$ cat config.mk
export PLATFORM = sky130hd
export DESIGN_NAME = alu_seq_exec
export DESIGN_NICKNAME = d
export VERILOG_FILES = /design/src/rtl/alu_seq_exec.sv
export SDC_FILE = /design/constraint.sdc
export NUM_CORES = 1
export LEC_CHECK = 0
export ABC_CLOCK_PERIOD_IN_PS = 4500
export BUFFER_PORTS_ARGS = -buffer_cell sky130_fd_sc_hd__buf_2
export CAP_MARGIN = 20
export CORE_MARGIN = 2
export CORE_UTILIZATION = 50
export DETAILED_ROUTE_END_ITERATION = 10
export HOLD_SLACK_MARGIN = 0.15
export PLACE_DENSITY = 0.71
export SLEW_MARGIN = 20
export SYNTH_ARGS = -nofsm -noshare
export SYNTH_HDL_FRONTEND = slang
export SYNTH_SLANG_ARGS = --single-unit
$ cat constraint.sdc
create_clock -name clk -period 4.5 [get_ports clk]
set_clock_uncertainty 0.05 [all_clocks]
set_input_delay 0 -clock clk [delete_from_list [all_inputs] [get_ports clk]]
set_output_delay 0 -clock clk [all_outputs]
set_load 0.03 [all_outputs]
$ cat src/rtl/alu_seq_exec.sv
// Execute-stage ALU with a valid/ready handshake on both sides; shifts run one bit per cycle.
// Define ALU_FAST_SHIFT_EN to use a single-cycle barrel shifter instead (no SHIFT state, no counter).
//
// state | meaning
// IDLE  | in_ready=1, waiting for an operation
// SHIFT | iterative shift in progress, one bit per cycle
// HOLD  | out_valid=1, result held until out_ready
module alu_seq_exec #(
  parameter int DW  = 32,
  parameter int SHW = 5
) (
  input  logic           clk,
  input  logic           rst,
  input  logic           in_valid,
  output logic           in_ready,
  input  logic [3:0]     sel,
  input  logic [DW-1:0]  a,
  input  logic [DW-1:0]  b,
  input  logic [SHW-1:0] shamt,
  output logic           out_valid,
  input  logic           out_ready,
  output logic [DW-1:0]  result,
  output logic           zero,
  output logic           ovf,
  output logic           illegal
);

  localparam logic [3:0] OP_AND = 4'b0000;
  localparam logic [3:0] OP_OR  = 4'b0001;
  localparam logic [3:0] OP_ADD = 4'b0010;
  localparam logic [3:0] OP_SUB = 4'b0011;
  localparam logic [3:0] OP_SLT = 4'b0100;
  localparam logic [3:0] OP_SLL = 4'b0101;
  localparam logic [3:0] OP_SRL = 4'b0110;
  localparam logic [3:0] OP_SRA = 4'b0111;
  localparam logic [3:0] OP_XOR = 4'b1001;
  localparam logic [3:0] OP_NOR = 4'b1010;
  localparam logic [3:0] OP_NOP = 4'b1111;

  typedef enum logic [1:0] {
    ST_IDLE  = 2'd0,
    ST_SHIFT = 2'd1,
    ST_HOLD  = 2'd2
  } state_t;

  state_t r_state;
  state_t w_state_next;

  logic [DW-1:0] r_result;
  logic          r_zero;
  logic          r_ovf;
  logic          r_illegal;

  logic [DW-1:0] w_sum;
  logic [DW-1:0] w_diff;
  logic [DW-1:0] w_alu_res;
  logic          w_alu_ovf;
  logic          w_alu_ill;
  logic          w_is_shift;
  logic          w_accept;

  assign w_sum      = a + b;
  assign w_diff     = a - b;
  assign w_is_shift = (sel == OP_SLL) || (sel == OP_SRL) || (sel == OP_SRA);
  assign w_accept   = in_valid && (r_state == ST_IDLE);

  always_comb begin
    w_alu_res = '0;
    w_alu_ovf = 1'b0;
    w_alu_ill = 1'b0;
    case (sel)
      OP_AND: w_alu_res = a & b;
      OP_OR:  w_alu_res = a | b;
      OP_ADD: begin
        w_alu_res = w_sum;
        w_alu_ovf = (a[DW-1] == b[DW-1]) && (w_sum[DW-1] != a[DW-1]);
      end
      OP_SUB: begin
        w_alu_res = w_diff;
        w_alu_ovf = (a[DW-1] != b[DW-1]) && (w_diff[DW-1] != a[DW-1]);
      end
      OP_SLT: w_alu_res = {{(DW-1){1'b0}}, ($signed(a) < $signed(b))};
`ifdef ALU_FAST_SHIFT_EN
      OP_SLL: w_alu_res = b << shamt;
      OP_SRL: w_alu_res = b >> shamt;
      OP_SRA: w_alu_res = DW'($signed(b) >>> shamt);
`else
      // Iterative shifts are loaded from b directly; the ALU path is unused for them.
      OP_SLL, OP_SRL, OP_SRA: w_alu_res = b;
`endif
      OP_XOR: w_alu_res = a ^ b;
      OP_NOR: w_alu_res = ~(a | b);
      OP_NOP: w_alu_res = '0;
      default: w_alu_ill = 1'b1;
    endcase
  end

`ifndef ALU_FAST_SHIFT_EN
  logic [SHW-1:0] r_cnt;
  logic [1:0]     r_shop;
  logic [DW-1:0]  w_step;

  always_comb begin
    w_step = r_result;
    case (r_shop)
      2'b01:   w_step = {r_result[DW-2:0], 1'b0};
      2'b10:   w_step = {1'b0, r_result[DW-1:1]};
      2'b11:   w_step = {r_result[DW-1], r_result[DW-1:1]};
      default: w_step = r_result;
    endcase
  end
`endif

  always_ff @(posedge clk) begin
    if (rst) begin
      r_state <= ST_IDLE;
    end else begin
      r_state <= w_state_next;
    end
  end

  always_comb begin
    w_state_next = r_state;
    in_ready     = 1'b0;
    out_valid    = 1'b0;
    case (r_state)
      ST_IDLE: begin
        in_ready = 1'b1;
        if (w_accept) begin
`ifdef ALU_FAST_SHIFT_EN
          w_state_next = ST_HOLD;
`else
          if (w_is_shift && (shamt != '0)) w_state_next = ST_SHIFT;
          else                             w_state_next = ST_HOLD;
`endif
        end
      end
      ST_SHIFT: begin
`ifndef ALU_FAST_SHIFT_EN
        if (r_cnt <= SHW'(1)) w_state_next = ST_HOLD;
`else
        w_state_next = ST_IDLE;
`endif
      end
      ST_HOLD: begin
        out_valid = 1'b1;
        if (out_ready) w_state_next = ST_IDLE;
      end
      default: w_state_next = ST_IDLE;
    endcase
  end

  always_ff @(posedge clk) begin
    if (rst) begin
      r_result  <= '0;
      r_zero    <= 1'b0;
      r_ovf     <= 1'b0;
      r_illegal <= 1'b0;
`ifndef ALU_FAST_SHIFT_EN
      r_cnt     <= '0;
      r_shop    <= 2'b00;
`endif
    end else begin
      if (w_accept) begin
        r_result  <= w_alu_res;
        r_zero    <= (w_alu_res == '0);
        r_ovf     <= w_alu_ovf;
        r_illegal <= w_alu_ill;
`ifndef ALU_FAST_SHIFT_EN
        if (w_is_shift) begin
          r_cnt  <= shamt;
          r_shop <= sel[1:0];
        end
`endif
      end
`ifndef ALU_FAST_SHIFT_EN
      else if (r_state == ST_SHIFT) begin
        r_result <= w_step;
        r_zero   <= (w_step == '0);
        r_cnt    <= r_cnt - SHW'(1);
      end
`endif
    end
  end

  assign result  = r_result;
  assign zero    = r_zero;
  assign ovf     = r_ovf;
  assign illegal = r_illegal;

endmodule
==> impl_summary.log <==
INFO  metric sw_frac_of_total = 0.4661
INFO  metric gr-total-overflow = 0
INFO  metric synth_top_area_frac = 0.1483
INFO  metric routed_wirelength_normalized_by_instance_count = 20.50 um
INFO  metric fin_crit = 4.149 ns
INFO  metric yosys_most_used_dff = dfxtp_1
INFO  metric post_syn_instances = 1292
INFO  metric holdPathStages = 3
INFO  metric endpoint_kind = register
INFO  metric postCtsSetupBuffers = 0
INFO  metric antenna_found_initial = 1
INFO  metric comb_power_share = 0.580
INFO  metric irDropWorstVdd = 0.2804 mV
INFO  metric clk_pin_slew = 0.06 ns
INFO  metric design.portCount = 114
INFO  metric initial_core_util = 0.5077
INFO  metric dpl.hpwl = 25630 um
INFO  metric gpl.final_weighted_congestion = 1.057
INFO  metric ff2ff_path_depth = 10
INFO  metric drcViolationCount = 0
INFO  metric grtUsageTotal = 0.3482
INFO  metric grt_pass1_vias = 9502
INFO  metric synth_edf_count = 0
INFO  metric fin_util = 0.5713
INFO  metric die-area = 18450 um2
INFO  metric clockRootBuffer = clkbuf_16
INFO  metric holdCritPathClass = primary input to register
INFO  metric ant_nets = 0
INFO  metric hold_end = r_cnt[3]
INFO  metric drt_iter0_drc = 1190
INFO  metric final_setup_viols = 0
INFO  metric layout.cells.most_common = nor2_1
INFO  metric die_height = 135.8 um
INFO  metric portBuffers = 113
INFO  metric hold_viol = 0
INFO  metric area_growth_syn_to_layout = 12.53%
INFO  metric grt_start_max_net_pins = 45
INFO  metric synthesis.nets = 1474
INFO  metric worst_ep_arrival_time = 4.29 ns
INFO  metric r2r_end = zero
INFO  metric worst_path_maximum_fanout = 5
INFO  metric ys.warnings.count = 0
INFO  metric fmax = 0.2410 GHz
INFO  metric p_total = 1.912 mW
INFO  metric biggest_area_consumer_among_synthesized_cells = ha_1
INFO  metric grt_pass1_wl = 50940 um
INFO  metric drv_slew = 0
INFO  metric drt_pass_1_iters = 7
INFO  metric power.share.clock = 0.183
INFO  metric timing.max_slew.rel_slack = 0.2928
INFO  metric die_span_in_x = 135.8 um
INFO  metric cts.sinks = 44
INFO  metric antenna_cells = 0
INFO  metric crit_path_start_kind = primary input
INFO  metric synthArstFlopShare = 0
INFO  metric flop_and_latch_count_out_of_synthesis = 44
INFO  metric cellPowerDensity = 195.6 nW/um2
INFO  metric routed-via-count = 10404
INFO  metric cap_violations = 0
INFO  metric layout-drive-gt1-share = 0.1479
INFO  metric switching_power_of_the_nets = 0.8912 mW
INFO  metric num-nets-final = 1555
INFO  metric htree_num_levels = 2
INFO  metric worst-setup-path-type = primary input to register
INFO  metric grt_setup_unrepaired = no
INFO  metric leakagePower = 4.227 nW
INFO  metric final.fill_count = 1709
INFO  metric post_synth_instance_area = 8690 um2
INFO  metric ys_top_cells_by_area = ha_1 (15%), dfxtp_1 (10%), a21oi_1 (6.7%)
INFO  metric cellInternalPower = 1.021 mW
INFO  metric fin_hold_ws = 0.2052 ns
INFO  metric hold_start = rst
INFO  metric core_area = 17120 um2
INFO  metric run_status = finished, final reports clean
INFO  metric power.sequential.fraction = 0.237
INFO  metric cts-buffers-inserted = 5
INFO  metric startpoint_of_the_worst_slack_reg_to_reg_timing_path = r_state[1]
INFO  metric tns = 0 ns
INFO  metric timing.critical_path.required = 4.64 ns
INFO  metric final_cell_mix = nor2_1 (137), a21oi_1 (116), nand2_1 (113), buf_2 (113), ha_1 (103)
INFO  metric share_of_the_cycle_needed_by_the_critical_path_after_routing = 0.9221
INFO  metric synth_cell_type_count = 83
INFO  metric synthesis.area_per_instance = 6.726 um2
INFO  metric rrSetupSlack = 1.36 ns
INFO  metric rows = 48
INFO  metric cts-root-to-sink-buffers = 2
INFO  metric synth-seq-area-share = 0.1014
INFO  metric finalWirelength = 32760 um
INFO  metric post_drt_via_cell_ratio = 6.511
INFO  metric tritoncts = yes
INFO  metric timing_worst_slew_pin_value = 1.058 ns
INFO  metric clock_latency = 0.29 ns
-- per-stage QoR --
step / cell area [um2] / setup slack [ns] / instances
after floorplan: 8690 / 0.8428 / 1292
after global placement: 9564 / 0.3369 / 1583
after detailed placement: 9564 / 0.2093 / 1583
after CTS: 9778 / 0.4779 / 1598
after global routing: 9778 / 0.1482 / 1598
final: 9778 / 0.3507 / 1598
-- registers in the layout, indices dropped and copies added (netlist names) --
name	flops
r_state	2
ovf	1
illegal	1
r_cnt	5
zero	1
r_shop	2
result	32
-- worst max path at each step --
stage / start / end / slack, ns / cells after the start
6_report: a[0] / zero / 0.35 / 14
2_1_floorplan: a[0] / zero / 0.84 / 13
5_1_grt: a[0] / zero / 0.15 / 14
3_3_place_gp: a[0] / zero / 0.34 / 14
3_5_place_dp: a[0] / zero / 0.21 / 14
4_1_cts: a[0] / zero / 0.48 / 14
-- power by group through the flow --
stage	clock [mW]	sequential (mW)	combinational (mW)
4_1_cts	0.352	0.452	1.08
6_report	0.350	0.453	1.11
3_5_place_dp	0	0.461	1.07
3_3_place_gp	0	0.461	1.06
5_1_grt	0.370	0.458	1.20
2_1_floorplan	0	0.495	0.694
-- timing repair --
| action | in CTS | in global routing |
|---|---|---|
| endpoints found under the hold margin | 7 | 0 |
| setup endpoints to repair | 0 | 0 |
| resized for setup | 0 | 0 |
| hold buffers | 8 | 0 |
-- cells in the mapped netlist (6+ instances only) --
| cell | count |
|---|---|
| nor2_1 | 138 |
| a21oi_1 | 116 |
| nand2_1 | 113 |
| ha_1 | 103 |
| o21ai_0 | 101 |
| inv_1 | 100 |
| clkbuf_1 | 71 |
| dfxtp_1 | 44 |
| mux2i_1 | 38 |
| a22oi_1 | 37 |
| nand3_1 | 33 |
| a221oi_1 | 24 |
| a211oi_1 | 21 |
| nor3_1 | 19 |
| nor2b_1 | 18 |
| a21o_1 | 17 |
| nor4_1 | 17 |
| o211ai_1 | 16 |
| o31ai_1 | 16 |
| xnor2_1 | 15 |
| nand2b_1 | 14 |
| nand4_1 | 14 |
| a31oi_1 | 13 |
| buf_1 | 11 |
| and2_1 | 10 |
| a2111oi_0 | 8 |
| o21a_1 | 8 |
| or2_2 | 8 |
| or3_1 | 8 |
| nor3b_1 | 7 |
| nor4b_1 | 7 |
| o221ai_1 | 7 |
| a221o_1 | 6 |
| buf_2 | 6 |
-- area by class of cell --
type	instances	area, um2	area share
inverter	103	386.6	0.03954
tap	225	281.5	0.02879
clock buffer	6	128.9	0.01318
multi-input combinational	1054	7093	0.7254
timing repair buffer	165	1001	0.1024
clock inverter	1	5.005	0.0005118
sequential	44	882.1	0.09021
-- critical path: stages --
cell and delay (ns):
buf_2 0.12, ha_1 0.24, fa_1 0.42, a211oi_1 0.36
o21ai_1 0.13, a211o_1 0.38, a221oi_1 0.57, a22oi_1 0.23
xnor2_1 0.19, a211oi_1 0.24, nand4_1 0.11, or4_1 0.46
or4_1 0.53, o41ai_2 0.30
-- per-layer routing --
metal  vias to the layer above  routed length [um]  track usage
met5                         -                   7            0
met4                         2                1235       0.1279
met3                        98                3291      0.04512
met2                       605               14330       0.5637
met1                      4798               13890       0.4728
li1                       4901                   -            -
-- kinds of logic (layout without fill, tap and decap cells) --
family	Yosys count	after routing	share of synthesized area
and+or+nand+nor	428	428	0.2376
xor gates and xnor gates	16	16	0.01613
muxes	42	42	0.05025
buffers and inverters	194	275	0.08611
AOI/OAI and AO/OA	463	463	0.3557
adders and majority gates	105	105	0.1529
DFF	44	44	0.1014
Power figures use the tool's default switching activity.
